## src/rtl/trojan_trigger_seq_if.sv

```systemverilog
// Plaintext-load / encryption-done monitor bus for the Trojan trigger sequencer.
// pt is sampled only on cycles where pt_valid=1. done is a one-cycle pulse. Neither has a ready.
interface trojan_trigger_seq_if #(
    parameter int DATA_W = 128,
    parameter int CNT_W  = 8
);
    logic [DATA_W-1:0] pt;
    logic              pt_valid;
    logic              done;
    logic              r1;
    logic              r2;
    logic [2:0]        seq_state;
    logic [CNT_W-1:0]  done_cnt;

    modport master (
        output pt, pt_valid, done,
        input  r1, r2, seq_state, done_cnt
    );

    modport slave (
        input  pt, pt_valid, done,
        output r1, r2, seq_state, done_cnt
    );
endinterface

```

## src/rtl/trojan_trigger_seq.sv

```systemverilog
// Trigger-condition generator: r1 arms after an ordered 4-plaintext signature,
// r2 follows once THRESH encryption-done pulses have been seen while armed.
module trojan_trigger_seq #(
    parameter int                DATA_W = 128,
    parameter logic [DATA_W-1:0] PAT0   = 128'h3243f6a8885a308d313198a2e0370734,
    parameter logic [DATA_W-1:0] PAT1   = 128'h00112233445566778899aabbccddeeff,
    parameter logic [DATA_W-1:0] PAT2   = 128'h00000000000000000000000000000000,
    parameter logic [DATA_W-1:0] PAT3   = 128'hffffffffffffffffffffffffffffffff,
    parameter int                THRESH = 4,
    parameter int                CNT_W  = 8
) (
    input logic                clk,
    input logic                rst,
    trojan_trigger_seq_if.slave bus
);
    typedef enum logic [2:0] {
        IDLE  = 3'd0,
        M1    = 3'd1,
        M2    = 3'd2,
        M3    = 3'd3,
        ARMED = 3'd4
    } state_t;

    localparam logic [CNT_W-1:0] THRESH_C = CNT_W'(THRESH);
    localparam logic [CNT_W-1:0] ONE_C    = CNT_W'(1);

    state_t           state;
    logic             r1_q;
    logic             r2_q;
    logic [CNT_W-1:0] cnt_q;

    always_ff @(posedge clk) begin
        if (rst) begin
            state <= IDLE;
            r1_q  <= 1'b0;
            r2_q  <= 1'b0;
            cnt_q <= '0;
        end else begin
            // A PAT0 anywhere in a broken run restarts the match at M1.
            case (state)
                IDLE: if (bus.pt_valid) begin
                    if (bus.pt == PAT0) state <= M1;
                end
                M1: if (bus.pt_valid) begin
                    if (bus.pt == PAT1)      state <= M2;
                    else if (bus.pt == PAT0) state <= M1;
                    else                     state <= IDLE;
                end
                M2: if (bus.pt_valid) begin
                    if (bus.pt == PAT2)      state <= M3;
                    else if (bus.pt == PAT0) state <= M1;
                    else                     state <= IDLE;
                end
                M3: if (bus.pt_valid) begin
                    if (bus.pt == PAT3) begin
                        state <= ARMED;
                        r1_q  <= 1'b1;
                    end else if (bus.pt == PAT0) begin
                        state <= M1;
                    end else begin
                        state <= IDLE;
                    end
                end
                ARMED: state <= ARMED;
                default: state <= IDLE;
            endcase

            // Only done pulses seen while already armed count; the counter saturates.
            if (state == ARMED && bus.done && cnt_q != THRESH_C) begin
                cnt_q <= cnt_q + ONE_C;
                if (cnt_q == THRESH_C - ONE_C) r2_q <= 1'b1;
            end
        end
    end

    assign bus.r1        = r1_q;
    assign bus.r2        = r2_q;
    assign bus.seq_state = state;
    assign bus.done_cnt  = cnt_q;
endmodule

```

## src/flat_wrapper.sv

```systemverilog
// flat-port wrapper written by rule: the top's interface ports become plain ports
module trojan_trigger_seq_flat 
#(
    parameter int                DATA_W = 128,
    parameter logic [DATA_W-1:0] PAT0   = 128'h3243f6a8885a308d313198a2e0370734,
    parameter logic [DATA_W-1:0] PAT1   = 128'h00112233445566778899aabbccddeeff,
    parameter logic [DATA_W-1:0] PAT2   = 128'h00000000000000000000000000000000,
    parameter logic [DATA_W-1:0] PAT3   = 128'hffffffffffffffffffffffffffffffff,
    parameter int                THRESH = 4,
    parameter int                CNT_W  = 8
)
  (clk, rst, bus_pt, bus_pt_valid, bus_done, bus_r1, bus_r2, bus_seq_state, bus_done_cnt);
  trojan_trigger_seq_if #(.DATA_W(DATA_W), .CNT_W(CNT_W)) bus_i ();
  input logic clk;
  input logic rst;
  input wire logic [$bits(bus_i.pt)-1:0] bus_pt;
  input wire logic [$bits(bus_i.pt_valid)-1:0] bus_pt_valid;
  input wire logic [$bits(bus_i.done)-1:0] bus_done;
  output wire logic [$bits(bus_i.r1)-1:0] bus_r1;
  output wire logic [$bits(bus_i.r2)-1:0] bus_r2;
  output wire logic [$bits(bus_i.seq_state)-1:0] bus_seq_state;
  output wire logic [$bits(bus_i.done_cnt)-1:0] bus_done_cnt;
  assign bus_i.pt = bus_pt;
  assign bus_i.pt_valid = bus_pt_valid;
  assign bus_i.done = bus_done;
  assign bus_r1 = bus_i.r1;
  assign bus_r2 = bus_i.r2;
  assign bus_seq_state = bus_i.seq_state;
  assign bus_done_cnt = bus_i.done_cnt;
  trojan_trigger_seq #(.DATA_W(DATA_W), .PAT0(PAT0), .PAT1(PAT1), .PAT2(PAT2), .PAT3(PAT3), .THRESH(THRESH), .CNT_W(CNT_W)) u_core (.clk(clk), .rst(rst), .bus(bus_i));
endmodule
```

## config.mk

```make
export PLATFORM = sky130hd
export DESIGN_NAME = trojan_trigger_seq_flat
export DESIGN_NICKNAME = d
export VERILOG_FILES = /design/src/rtl/trojan_trigger_seq_if.sv /design/src/rtl/trojan_trigger_seq.sv /design/src/flat_wrapper.sv
export SDC_FILE = /design/constraint.sdc
export NUM_CORES = 1
export LEC_CHECK = 0
export ABC_AREA = 1
export ABC_CLOCK_PERIOD_IN_PS = 2600
export BUFFER_PORTS_ARGS = -buffer_cell sky130_fd_sc_hd__buf_2
export CAP_MARGIN = 20
export CORE_MARGIN = 8
export CORE_UTILIZATION = 51
export DETAILED_ROUTE_END_ITERATION = 10
export PLACE_DENSITY = 0.88
export SYNTH_ARGS = -nofsm -noshare
export SYNTH_HDL_FRONTEND = slang
export SYNTH_SLANG_ARGS = --single-unit
```

## constraint.sdc

```tcl
create_clock -name clk -period 2.6 [get_ports clk]
set_clock_uncertainty 0.05 [all_clocks]
set_input_delay 0.65 -clock clk [delete_from_list [all_inputs] [get_ports clk]]
set_output_delay 0.65 -clock clk [all_outputs]
set_load 0.05 [all_outputs]
```

### After elaboration in Yosys (flattened, before gate mapping)

Index checks and enable logic that the tools add are counted.

* add/subtract/negate cells: 1
* equality and inequality tests: 14
* mux-type cells: 10
* reductions and logical operators: 7

Operator list (count)
* $eq 128x117->1 const B: 1
* $eq 128x126->1 const B: 1
* $eq 128x128->1 const B: 1
* $logic_not 128->1: 1
* $mux 3: 7
* $pmux 3 s5: 1
* $add 8x1->8 const B: 1
* $eq 8x2->1 const B: 1
* $ne 2x2->1 const B: 4
* $ne 8x3->1 const B: 1
* $eq 3x2->1 const B: 2
* $reduce_and 5->1: 1
* $eq 3x1->1 const B: 1
* $eq 3x3->1 const B: 1
* $logic_not 3->1: 1
* $reduce_and 3->1: 1
* $logic_and 1x1->1: 2
* $mux 2: 1
* $ne 2x1->1 const B: 1
* $reduce_and 2->1: 1
* $mux 1: 1

* register bits after elaboration: 13

### Longest topological paths before layout

Gate-level depths: netlist (run 1).

* depth in word-level cells: 5
* depth in mapped cells: 14
* mapped depth without buffers: 14

### Worst setup path after synthesis (run 1)

Ideal clock, no wire load.

* path type: reg2reg
* start: reg u_core.cnt_q[0], in the netlist u_core.bus.done_cnt[0]
* end: reg u_core.cnt_q[7], in the netlist u_core.bus.done_cnt[7]
* setup time: 78 ps
* arrival time: 1797 ps
* data required time: 2472 ps
* slack: 675 ps
* stages on the path, launching flop included: 10
* period minus slack after synthesis: 1925 ps
* path through: dfxtp_1 > inv_1 > ha_1 > nand3_1 > nor2_1 > nor3_4 > nand4_2 > nor2_1 > a21oi_1 > nor3_1

* cells in the longest elaborated chain, start to end: 2
* elaborated cells between the ends (all ways): 3

RTL lines
* start: declaration: RTL line trojan_trigger_seq.sv:30 `logic [CNT_W-1:0] cnt_q;`
* start signal: assignment: RTL line trojan_trigger_seq.sv:70 `cnt_q <= cnt_q + ONE_C;`
* parallel branches: the longest is 2 deep, another holds $add 8x1->8

Parallel ways; which one is timed is not known.
A chain may end at the register's enable or synchronous reset.

### Worst setup path after layout (run 1)

* start: reg u_core.cnt_q[0], in the netlist u_core.bus.done_cnt[0]
* end: reg u_core.cnt_q[6], in the netlist u_core.bus.done_cnt[6]

The elaborated chain is that of the path after synthesis.

==> metrics.yaml, run 1 <==
num_rows: 27
dp_cells: 840
end_kind: "flop"
synthTopCellsByArea: "nand2_1, nor2_1, inv_1, dfxtp_1, nand4_1"
hp-class: "reg2reg"
max_slew_margin_pct: 72.6
drt_first_pass_iters: 5
finalNonFillerCells: 844
synth_compound_gate_area_share_pct: 3.50
hold_viol: 0
place.gp.congestion: 0.997
tns_ns: 0
cts_resized: 0
ys_warn_count: 0
max_freq_mhz: 526
antenna_found_initial: 0
io_pins: 145
post-dp-hpwl_um: 10100
synth_area_mm2: 0.00290
fin_area_mm2: 0.00375
vias: 4456
grt_first_pass_wirelength_um: 19000
synth-adder-area-share_pct: 0.864
cts.sinks: 13
vias_per_cell: 5.28
coreArea_mm2: 0.00551
criticalPathCategory: "reg2reg"
clockBufferDepth: 2
rsz0062_at_grt: "false"
powerDensity_mw_per_mm2: 189
yosys_register_bits: 13
final_cell_mix: "nand2_1, nor2_1, buf_2"
cts_max_level: 1
post-cts-setup-buffers: 0
wirelength_um: 11400
routedWlPerCell_um: 13.6
drv_slew: 0
synth_top_area_cell: "nand2_1"
final_core_util_pct: 68.2
mostFrequentLayoutCell: "nand2_1"
synth_mux_area_share_pct: 0
cts_tree: "done"
synth_top_family_by_area: "simple AND/OR/NAND/NOR gates"
ff_latch_area_um2: 260
cts_made_buffers: 3
p_leak_nw: 1.94
diodes: 0
start_util_pct: 52.6
dieHeight_um: 91.4
synthXorXnorAreaFrac_pct: 0
grt_max_degree: 10
root_buffer: "clkbuf_8"
yosysSeqAreaShare_pct: 8.98
setup_viol: 0
drive_gt1_share_pct: 24.7
fillers: 577
clk_latency_ns: 0.24
drc_errors: 0
fin_nets: 907
synthSimpleGateAreaFrac_pct: 70.3
syn_nets: 758
arrival_ns: 1.97
synth_cells: 624
drv_cap: 0
ir_drop_v: 0.000314
synth_top_area_share_pct: 23.7
placed_cell_area_mm2: 0.00371
start_kind: "flop"
clkTransAtPathRegs_ns: 0.05
required_ns: 2.67
grt-ovfl-total: 0
multi_input_area_mm2: 0.00216
io_buffers: 144
die_w_um: 91.4
cts_hold_buf: 0
max_slew.worst_pin.slew_ns: 0.407
synthDistinctLibCells: 25
grt_usage_pct: 26.6
drt_iter0_drc: 332
dieArea_mm2: 0.00835
grt_pass1_vias: 4373
fin_crit_sh_pct: 73.1
avgSynthCellArea_um2: 4.64
period_needed_ns: 1.90
ant_nets: 0
area_growth_pct: 29.5
cp_max_fo: 5
status: "finished clean"
## stage by stage
stage	setup WS (ns)	total power [mW]	hold slack (ns)
2_1_floorplan	0.675	0.344	0.611
3_3_place_gp	0.527	0.521	0.386
3_5_place_dp	0.508	0.528	0.393
4_1_cts	0.726	0.707	0.401
5_1_grt	0.557	0.758	0.431
6_report	0.700	0.709	0.400
## final cells by class
| cell class | count | share of cell area [%] |
|---|---|---|
| inverter | 126 | 12.6 |
| sequential | 13 | 6.93 |
| timing repair buffer | 144 | 19.2 |
| tap | 72 | 2.40 |
| multi-input combinational | 485 | 57.6 |
| clock buffer | 4 | 1.20 |
## power by group
| part | internal, mW | leakage, nW | total [mW] | switching, mW |
|---|---|---|---|---|
| Sequential | 0.199 | 0.105 | 0.199 | 0.0000000174 |
| Combinational | 0.127 | 1.81 | 0.331 | 0.204 |
| Clock | 0.108 | 0.0228 | 0.178 | 0.0698 |
## cell families after synthesis
family	Yosys count
buffers and inverters	126
AO/OA/AOI/OAI	19
flip-flops	13
adder cells (fa/ha/maj)	2
AND/OR/NAND/NOR	464
## per-layer routing
layer / wire length, um / global-route usage, %
met4: 288 / 9.69
met3: 1040 / 5.60
met2: 5300 / 45.7
met5: 0 / 0
met1: 4800 / 31.6
## final timing paths
| check | startpoint | to | slack, ns | depth (start not counted) |
|---|---|---|---|---|
| min | u_core.bus.r1 | u_core.bus.r1 | 0.40 | 2 |
| min reg2reg | u_core.bus.r1 | u_core.bus.r1 | 0.40 | 2 |
| max reg2reg | u_core.bus.done_cnt[0] | u_core.bus.done_cnt[6] | 0.70 | 8 |
| max | u_core.bus.done_cnt[0] | u_core.bus.done_cnt[6] | 0.70 | 8 |
## worst max-delay path: stages, from the launching register on
cell	delay, ns
dfxtp_1	0.36
inv_1	0.10
ha_1	0.20
nand3_1	0.08
nor2_1	0.07
nor3_4	0.21
nand4_1	0.23
nor4_1	0.36
nor2_1	0.10
## cell usage after synthesis
master,number
clkinv_2,1
o21ai_1,2
dfxtp_1,13
nand2_4,1
ha_1,2
o21ai_0,5
nor3_2,2
nand2_1,183
nor2_1,150
inv_2,21
inv_1,104
o21a_1,1
nor3_1,33
a21oi_2,1
nand3b_1,1
nand3_1,26
nand4_2,2
nor4_1,12
nor2_2,7
a21oi_1,10
nand4_1,34
or2_1,4
nand2_2,7
nor2_4,1
nor3_4,1
## flip-flops by register name, summed over array words and instances (netlist names)
| register | count |
|---|---|
| u_core.bus.done_cnt | 8 |
| u_core.bus.r2 | 1 |
| u_core.bus.seq_state | 3 |
| u_core.bus.r1 | 1 |
No activity file was read; power rests on OpenSTA's default activity.
==> inputs of run 2 (changes only) <==
ABC_AREA = 0   (was 1)
ABC_CLOCK_PERIOD_IN_PS = 1800   (was 2600)
CORE_UTILIZATION = 33   (was 51)
PLACE_DENSITY = 0.81   (was 0.88)
clock period = 1.8 ns   (was 2.6 ns; I/O delays follow)
==> run 2 against run 1 <==
  * The run now ends with negative setup slack left
  * Synthesized cell count is 73% lower
  * Highest routed layer unchanged
  * Clock power about the same
  * Setup slack worse by 0.73 ns
  * Area after synthesis decreased by 58%
  * Sequential power increased by 44%
  * Critical path type unchanged
  * Largest power group is now sequential cells
==> metrics.yaml, run 2 <==
dieArea_mm2: 0.00584  # was 0.00835 mm^2
rsz0062_at_grt: "true"  # was false
cp_max_fo: 3  # was 5
drt_first_pass_iters: 4  # was 5
dieHeight_um: 76.4  # was 91.4 um
syn_nets: 301  # was 758
routedWlPerCell_um: 16.2  # was 13.6 um
start_util_pct: 33.6  # was 52.6%
ant_nets: 0  # unchanged
grt_max_degree: 13  # was 10
yosysSeqAreaShare_pct: 21.6  # was 8.98%
drc_errors: 0  # unchanged
final_cell_mix: "buf_2, nand4_1, buf_4"  # was nand2_1, nor2_1, buf_2
r2r_end: "u_core.bus.done_cnt[5]"  # was u_core.bus.done_cnt[6]
worst-path-buf-inv: 0  # was 1
drv_cap: 0  # unchanged
clk_latency_ns: 0.27  # was 0.24 ns
avgSynthCellArea_um2: 7.21  # was 4.64 um^2
fin_area_mm2: 0.00243  # was 0.00375 mm^2
rr_worst_depth: 6  # was 8
vias_per_cell: 5.66  # was 5.28
synthTopCellsByArea: "dfxtp_1, nand4_1, nor4_1, nor2_1, nor3_1"  # was nand2_1, nor2_1, inv_1, dfxtp_1, nand4_1
fin_nets: 480  # was 907
regToRegSetupSlack_ns: -0.03  # was 0.70 ns
num_rows: 22  # was 27
io_pins: 145  # unchanged
cts_tree: "done"  # unchanged
drv_slew: 0  # unchanged
cts_max_level: 1  # unchanged
endpoint: "u_core.bus.done_cnt[5]"  # was u_core.bus.done_cnt[6]
fin_crit_sh_pct: 101  # was 73.1%
vias: 2225  # was 4,456
fillers: 315  # was 577
grt_pass1_vias: 2391  # was 4,373
period_needed_ns: 1.83  # was 1.90 ns
mostFrequentLayoutCell: "buf_2"  # was nand2_1
clkTransAtPathRegs_ns: 0.08  # was 0.05 ns
status: "finished, violations left"  # was finished clean
largest_register_ffs: 8  # unchanged
max_freq_mhz: 548  # was 526 MHz
hp-class: "reg2reg"  # unchanged
max_slew_margin_pct: 79.2  # was 72.6%
hp-start: "u_core.bus.r2"  # was u_core.bus.r1
root_buffer: "clkbuf_4"  # was clkbuf_8
setup_viol: 3  # was 0
start_kind: "flop"  # unchanged
synthDistinctLibCells: 27  # was 25
grt_usage_pct: 20.1  # was 26.6%
hold_ws_ns: 0.435  # was 0.400 ns
hold_viol: 0  # unchanged
synthArstFlopShare_pct: 0  # unchanged
yosys_most_used_dff: "dfxtp_1"  # unchanged
antenna_found_initial: 0  # unchanged
drive_gt1_share_pct: 60.6  # was 24.7%
ys_warn_count: 0  # unchanged
wirelength_um: 6360  # was 11,400 um
end_kind: "flop"  # unchanged
area_growth_pct: 102  # was 29.5%
p_leak_nw: 1.09  # was 1.94 nW
path_cells: "or4_4 > o311a_4 > and4_4 > and3_4 > xnor2_2 > nor2_1"  # was inv_1 > ha_1 > nand3_1 > nor2_1 > nor3_4 > nand4_1 > nor4_1 > nor2_1
r2r-start: "u_core.bus.done_cnt[6]"  # was u_core.bus.done_cnt[0]
netlist_top_cells_count: "nand4_1, nor4_1, nor2_1"  # was nand2_1, nor2_1, inv_1
critical_path.top_delay_family: "simple AND/OR/NAND/NOR gates"  # unchanged
synth_area_mm2: 0.00120  # was 0.00290 mm^2
drt_iter0_drc: 68  # was 332
required_ns: 1.91  # was 2.67 ns
powerDensity_mw_per_mm2: 302  # was 189 mW/mm^2
cts.sinks: 13  # unchanged
cts_made_buffers: 3  # unchanged
coreArea_mm2: 0.00358  # was 0.00551 mm^2
grt-ovfl-total: 0  # unchanged
die_w_um: 76.4  # was 91.4 um
diodes: 0  # unchanged
violations: "negative setup slack"
grt_first_pass_wirelength_um: 10100  # was 19,000 um
arrival_ns: 1.94  # was 1.97 ns
synth_edf_count: 0  # unchanged
yosysMostFrequentCell: "nand4_1"  # was nand2_1
clockBufferDepth: 2  # unchanged
setup_ws_ns: -0.0253  # was 0.700 ns
synth_top_area_cell: "dfxtp_1"  # was nand2_1
criticalPathCategory: "reg2reg"  # unchanged
critPathLaunch: "u_core.bus.done_cnt[6]"  # was u_core.bus.done_cnt[0]
p_total_mw: 0.735  # was 0.709 mW
final_core_util_pct: 68.0  # was 68.2%
io_buffers: 144  # unchanged
max_slew.worst_pin.slew_ns: 0.309  # was 0.407 ns
placed_cell_area_mm2: 0.00222  # was 0.00371 mm^2
cp_slowest_cell: "or4_4"  # was dfxtp_1
place.gp.congestion: 0.883  # was 0.997
cp.depth: 6  # was 8
synth_top_area_share_pct: 21.6  # was 23.7%
post-dp-hpwl_um: 5500  # was 10,100 um
ir_drop_v: 0.000332  # was 0.000314 V
place_ws_ns: -0.357  # was 0.508 ns
synth_cells: 167  # was 624
yosys_register_bits: 13  # unchanged
max_stage_delay_ns: 0.52  # was 0.36 ns
## run 2: worst min-delay path by stage
stage	to	slack (ns)	depth (start not counted)
6_report	u_core.bus.r2	0.43	2
5_1_grt	u_core.bus.done_cnt[7]	0.46	2
4_1_cts	u_core.bus.r2	0.43	2
3_5_place_dp	u_core.bus.r2	0.41	2
3_3_place_gp	u_core.bus.r1	0.40	2
2_1_floorplan	u_core.bus.r1	0.54	2
## run 2: cell families (layout without fill, tap and decap cells)
family	Yosys count	count (layout)	synth area share [%]
DFF	13	13	21.6
buffers and inverters	4	182	1.25
adders and majority gates	2	2	2.08
and+or+nand+nor	132	132	64.0
xor gates and xnor gates	7	7	5.09
AOI/OAI and AO/OA	9	9	5.93
## run 2: area by class of cell
type	instances	area, um^2	share of cell area (%)
Inverter	3	11.3	0.463
Clock buffer	4	26.3	1.08
Timing Repair Buffer	175	980	40.3
Sequential cell	13	275	11.3
Multi-Input combinational cell	150	1080	44.4
Tap cell	48	60.1	2.47
## run 2: what timing repair did
action / 4_1_cts / 5_1_grt
gates cloned: 0 / 0
setup buffers: 0 / 1
endpoints found under the hold margin: 0 / 0
hold buffers: 0 / 0
pin swaps: 11 / 22
resized for setup: 11 / 22
endpoints found under the setup margin: 11 / 13
## run 2: worst register-to-register path, cell delays in order (launching register included)
cell and delay, ns:
dfxtp_4 0.35, or4_4 0.52, o311a_4 0.33, and4_4 0.16, and3_4 0.15, xnor2_2 0.11
nor2_1 0.05
## run 2: report_power, final
part / internal [mW] / switching (mW)
registers: 0.285 / 0.00238
clock network: 0.0858 / 0.0923
logic: 0.147 / 0.123
## run 2: layer usage
metal	part of all wire [%]	vias to the layer above	track usage [%]
met4	3.1	0	8.27
met1	40	1022	21.7
met3	7.7	16	5.42
met5	0	-	0
met2	50	124	35.9
li1	-	1063	-
## run 2: through the flow
stage                     std cells  TNS [ns]
after floorplan                 167    -0.449
final                           393   -0.0455
after global routing            393    -0.465
after global placement          388     -1.28
after detailed placement        388     -1.68
after CTS                       392    -0.398
